## src/rtl/multicycle_control.sv

```systemverilog
// Moore control FSM for the multicycle MIPS datapath: decodes state (plus branch take flag) into datapath strobes.
// Supports R-type, lw, sw, beq, j, addi; illegal opcodes park in a sticky TRAP state until reset.
module multicycle_control (
  input  logic       clk,
  input  logic       reset,
  input  logic       run,
  input  logic [5:0] opCode,
  input  logic       zero,
  output logic       PCWrite,
  output logic       PCWriteCond,
  output logic       IorD,
  output logic       MemRead,
  output logic       MemWrite,
  output logic       MemtoReg,
  output logic       IRWrite,
  output logic       ALUSrcA,
  output logic       RegWrite,
  output logic       RegDst,
  output logic [1:0] PCSource,
  output logic [2:0] ALUSrcB,
  output logic [1:0] ALUOp,
  output logic [3:0] state,
  output logic       busy,
  output logic       instr_done,
  output logic       trap
);

  typedef enum logic [3:0] {
    IDLE        = 4'd0,
    FETCH       = 4'd1,
    FETCH_LATCH = 4'd2,
    DECODE      = 4'd3,
    MEM_ADDR    = 4'd4,
    MEM_WB      = 4'd5,
    MEM_WRITE   = 4'd6,
    R_WB        = 4'd7,
    ADDI_WB     = 4'd8,
    BR_CMP      = 4'd9,
    BR_TGT      = 4'd10,
    JUMP        = 4'd11,
    TRAP        = 4'd15
  } state_t;

  localparam logic [5:0] OP_RTYPE = 6'h00;
  localparam logic [5:0] OP_J     = 6'h02;
  localparam logic [5:0] OP_BEQ   = 6'h04;
  localparam logic [5:0] OP_ADDI  = 6'h08;
  localparam logic [5:0] OP_LW    = 6'h23;
  localparam logic [5:0] OP_SW    = 6'h2B;

  state_t cur_state;
  state_t nxt_state;
  logic   take;

  always_ff @(posedge clk or negedge reset) begin
    if (!reset) begin
      cur_state <= IDLE;
      take      <= 1'b0;
    end else begin
      cur_state <= nxt_state;
      // zero is only meaningful while the ALU is comparing in BR_CMP
      if (cur_state == BR_CMP)
        take <= zero;
      else if (cur_state == BR_TGT)
        take <= 1'b0;
    end
  end

  always_comb begin
    nxt_state   = cur_state;
    PCWrite     = 1'b0;
    PCWriteCond = 1'b0;
    IorD        = 1'b0;
    MemRead     = 1'b0;
    MemWrite    = 1'b0;
    MemtoReg    = 1'b0;
    IRWrite     = 1'b0;
    ALUSrcA     = 1'b0;
    RegWrite    = 1'b0;
    RegDst      = 1'b0;
    PCSource    = 2'b00;
    ALUSrcB     = 3'b000;
    ALUOp       = 2'b00;
    instr_done  = 1'b0;

    case (cur_state)
      IDLE: begin
        if (run) nxt_state = FETCH;
      end
      FETCH: begin
        MemRead   = 1'b1;
        nxt_state = FETCH_LATCH;
      end
      FETCH_LATCH: begin
        MemRead   = 1'b1;
        IRWrite   = 1'b1;
        ALUSrcB   = 3'b001;
        PCWrite   = 1'b1;
        nxt_state = DECODE;
      end
      DECODE: begin
        case (opCode)
          OP_RTYPE:     nxt_state = R_WB;
          OP_ADDI:      nxt_state = ADDI_WB;
          OP_LW, OP_SW: nxt_state = MEM_ADDR;
          OP_BEQ:       nxt_state = BR_CMP;
          OP_J:         nxt_state = JUMP;
          default:      nxt_state = TRAP;
        endcase
      end
      MEM_ADDR: begin
        IorD      = 1'b1;
        ALUSrcA   = 1'b1;
        ALUSrcB   = 3'b010;
        MemRead   = 1'b1;
        nxt_state = (opCode == OP_SW) ? MEM_WRITE : MEM_WB;
      end
      MEM_WB: begin
        IorD       = 1'b1;
        ALUSrcA    = 1'b1;
        ALUSrcB    = 3'b010;
        MemRead    = 1'b1;
        MemtoReg   = 1'b1;
        RegWrite   = 1'b1;
        instr_done = 1'b1;
        nxt_state  = run ? FETCH : IDLE;
      end
      MEM_WRITE: begin
        IorD       = 1'b1;
        ALUSrcA    = 1'b1;
        ALUSrcB    = 3'b010;
        MemWrite   = 1'b1;
        instr_done = 1'b1;
        nxt_state  = run ? FETCH : IDLE;
      end
      R_WB: begin
        ALUSrcA    = 1'b1;
        ALUOp      = 2'b10;
        RegWrite   = 1'b1;
        RegDst     = 1'b1;
        instr_done = 1'b1;
        nxt_state  = run ? FETCH : IDLE;
      end
      ADDI_WB: begin
        ALUSrcA    = 1'b1;
        ALUSrcB    = 3'b010;
        RegWrite   = 1'b1;
        instr_done = 1'b1;
        nxt_state  = run ? FETCH : IDLE;
      end
      BR_CMP: begin
        ALUSrcA   = 1'b1;
        ALUOp     = 2'b01;
        nxt_state = BR_TGT;
      end
      BR_TGT: begin
        ALUSrcB    = 3'b011;
        PCWrite    = take;
        instr_done = 1'b1;
        nxt_state  = run ? FETCH : IDLE;
      end
      JUMP: begin
        PCWrite    = 1'b1;
        PCSource   = 2'b10;
        instr_done = 1'b1;
        nxt_state  = run ? FETCH : IDLE;
      end
      TRAP: begin
        nxt_state = TRAP;
      end
      default: begin
        nxt_state = IDLE;
      end
    endcase
  end

  assign state = cur_state;
  assign busy  = (cur_state != IDLE) && (cur_state != TRAP);
  assign trap  = (cur_state == TRAP);

endmodule

```

## config.mk

```make
export PLATFORM = sky130hd
export DESIGN_NAME = multicycle_control
export DESIGN_NICKNAME = d
export VERILOG_FILES = /design/src/rtl/multicycle_control.sv
export SDC_FILE = /design/constraint.sdc
export NUM_CORES = 1
export LEC_CHECK = 0
export BUFFER_PORTS_ARGS = -buffer_cell sky130_fd_sc_hd__buf_2
export CAP_MARGIN = 40
export CORE_MARGIN = 2
export CORE_UTILIZATION = 41
export CTS_CLUSTER_SIZE = 10
export DETAILED_ROUTE_END_ITERATION = 8
export PLACE_DENSITY = 0.75
export SETUP_SLACK_MARGIN = 0.4
export SLEW_MARGIN = 20
export SYNTH_ARGS = -nofsm -noshare
export SYNTH_HDL_FRONTEND = slang
export SYNTH_SLANG_ARGS = --single-unit
```

## constraint.sdc

```tcl
create_clock -name clk -period 4.5 [get_ports clk]
set_input_delay 0 -clock clk [delete_from_list [all_inputs] [get_ports clk]]
set_output_delay 0 -clock clk [all_outputs]
set_load 0.05 [all_outputs]
```

==> impl_metrics.tcl <==
set metrics [dict create \
    status "complete, no violations" \
    coreArea_mm2 0.00135 \
    synth_area_um2 616 \
    avgSynthCellArea_um2 7.00 \
    core.rowCount 13 \
    antenna_found_initial 0 \
    post_drt_via_cell_ratio 5.67 \
    required_ns 4.50 \
    die_h_um 42.8 \
    skew_ns 0.00170 \
    path_clk_slew_ns 0.05 \
    routed_wirelength_mm 1.62 \
    fin_crit_ns 1.77 \
    drcViolationCount 0 \
    relSlewSlack_pct 63.8 \
    cp_top_family "flip-flops" \
    final_hold_viol_count 0 \
    multiInputGateArea_um2 419 \
    cts.sinks 5 \
    cts_buffer_depth 2 \
    initial_core_util_pct 45.6 \
    post-route-period-util_pct 39.3 \
    r2r_setup_slack_ns 2.83 \
    startpoint_type "flip-flop" \
    diodes 0 \
    cts_buffers 3 \
    rr_endpoint "state[0]$_DFFE_PN0P_" \
    ios 34 \
    cts_max_level 1 \
    clkLatencyLatePin_ns 0.25 \
    reg2reg_from "state[3]$_DFFE_PN0P_" \
    worst_pin_slew_ns 0.544 \
    synth_top_cell_by_area "dfrtp_1" \
    grt_pass1_vias 608 \
    ff_latch_area_um2 125 \
    tritoncts "yes" \
    rsz0062_at_grt "no" \
    layout_common_cells "buf_2 (30), nor2_1 (15), nand2_1 (7), nor3_1 (6), o22ai_1 (6)" \
    drive_above_1_share_pct 32.5 \
    dieArea_mm2 0.00183 \
    drv_cap 0 \
    worstPathCellList "inv_1 -> nand2_1 -> o31ai_1 -> buf_2" \
    max_stage_delay_ns 0.54 \
    cp.arrival_ns 1.77 \
    crit_end "RegWrite" \
    synth_seq_cells 5 \
    cp-end-kind "output port" \
    grt_overflow 0 \
    wl_per_cell_um 12.5 \
    synthTopCellsByArea "dfrtp_1 (20%), nor2_1 (9.1%), o22ai_1 (6.1%)" \
    hold_class "in2reg" \
    crit_path_max_fanout 14 \
    n_fill_cell 143 \
    crit_path_start "state[2]$_DFFE_PN0P_" \
    portBuffers 30 \
    max_freq_mhz 565 \
    clock-root-buffer "clkbuf_4" \
    ys_seq_area_share_pct 20.3 \
    drtPass1Iterations 4 \
    grt_pass1_wl_mm 2.70 \
    drt_iter0_drc 37 \
    final_common_cell "buf_2" \
    hpwlAfterDp_mm 1.21 \
    synth_top_area_share_pct 20.3 \
    slew_viol_final 0 \
    fin_area_um2 754 \
    placed_area_um2 717 \
    yosysWarnings 0 \
    cp_slowest_cell "dfrtp_1" \
    die_width_um 42.8 \
    rr_worst_depth 4 \
    grt_max_degree 21 \
    critPathKind "reg2out" \
    fin_tns_setup_ns 0 \
    via_count 732 \
    nNetsFinal 125 \
    path_depth 4 \
    path_buf_inv 2 \
    ant_nets 0 \
    syn_inst 88 \
    gp_congestion 0.840 \
    track_usage_pct 18.7 \
    ys_types 33 \
    post_cts_buffers 0 \
    setup_viol 0 \
    area_growth_pct 22.6 \
]
## Yosys cell counts
| library cell | count |
|---|---|
| nand2b_1 | 5 |
| buf_4 | 4 |
| a211oi_1 | 1 |
| a221oi_1 | 1 |
| a22o_1 | 1 |
| buf_2 | 3 |
| or4_4 | 1 |
| nand2_1 | 7 |
| xor2_1 | 1 |
| nor4b_1 | 2 |
| conb_1 | 1 |
| o211ai_1 | 1 |
| dfrtp_1 | 5 |
| nand3_1 | 1 |
| clkbuf_1 | 2 |
| o21ai_0 | 5 |
| nor2b_1 | 4 |
| nor2_1 | 15 |
| o22ai_1 | 6 |
| xnor2_1 | 1 |
| and2_1 | 1 |
| buf_6 | 2 |
| a41oi_1 | 1 |
| or4_1 | 2 |
| nor4_1 | 1 |
| a21oi_1 | 2 |
| a21oi_2 | 1 |
| nand2b_4 | 1 |
| o31ai_1 | 1 |
| a211o_1 | 1 |
| inv_1 | 1 |
| o21a_1 | 1 |
| nor3_1 | 6 |
## stage by stage
| step | instances | hold WS [ns] | setup WS, ns | utilization [%] |
|---|---|---|---|---|
| after floorplan | 90 | -0.296 | 2.18 | - |
| after global placement | 124 | -0.176 | 2.89 | 53.1 |
| after detailed placement | 124 | -0.178 | 2.86 | 53.1 |
| after CTS | 129 | 0.0783 | 2.73 | 55.9 |
| after global routing | 129 | 0.111 | 2.60 | 55.9 |
| final | 129 | 0.0764 | 2.73 | 55.9 |
## what timing repair did
item | CTS | global route
hold endpoints to repair | 5 | 0
resized for setup | 0 | 0
hold buffers | 1 | 0
setup endpoints to repair | 0 | 0
## final cells by class
cell class,count,area share (%)
Timing Repair Buffer,31,21.2
Sequential cell,5,16.6
Clock inverter,1,0.663
Multi-Input combinational cell,73,55.6
Clock buffer,3,2.99
Tap cell,15,2.49
Inverter,1,0.498
## how the worst min path moves through the flow
stage               cells past startpoint                   end   from
floorplan                               0  state[0]$_DFFE_PN0P_  reset
global placement                        1  state[2]$_DFFE_PN0P_  reset
detailed placement                      1  state[2]$_DFFE_PN0P_  reset
CTS                                     3  state[0]$_DFFE_PN0P_    run
global route                            3  state[0]$_DFFE_PN0P_    run
finish                                  3  state[0]$_DFFE_PN0P_    run
## worst reg2reg max path: stages, from the launching register on
cell      delay (ns)
dfrtp_1         0.57
nand2b_4        0.28
or4_1           0.42
a22o_1          0.20
a21oi_2         0.13
## state kept, by name, indices dropped and copies added (netlist names)
| signal | count |
|---|---|
| state | 4 |
| take | 1 |
## cell families (layout without fill, tap and decap cells)
family                 count (synthesis)  after routing  share of synthesized area, %
AO/OA/AOI/OAI                         22             22                          23.8
flip-flops                             5              5                          20.3
buffers and inverters                 12             36                          12.8
AND/OR/NAND/NOR                       46             46                          39.6
XOR/XNOR                               2              2                          2.85
other                                  1              3                         0.609
## metal layers
layer  GRT usage (%)  up-vias  wire length [um]
li1                -      361                 -
met1            25.7      325               693
met2            28.8       44               736
met3            4.26        2               178
met4            5.63        0                 8
met5               0        -                 0
Power is not shown: default switching activity piles up to over one toggle a cycle in this logic, so the estimate is an artifact.
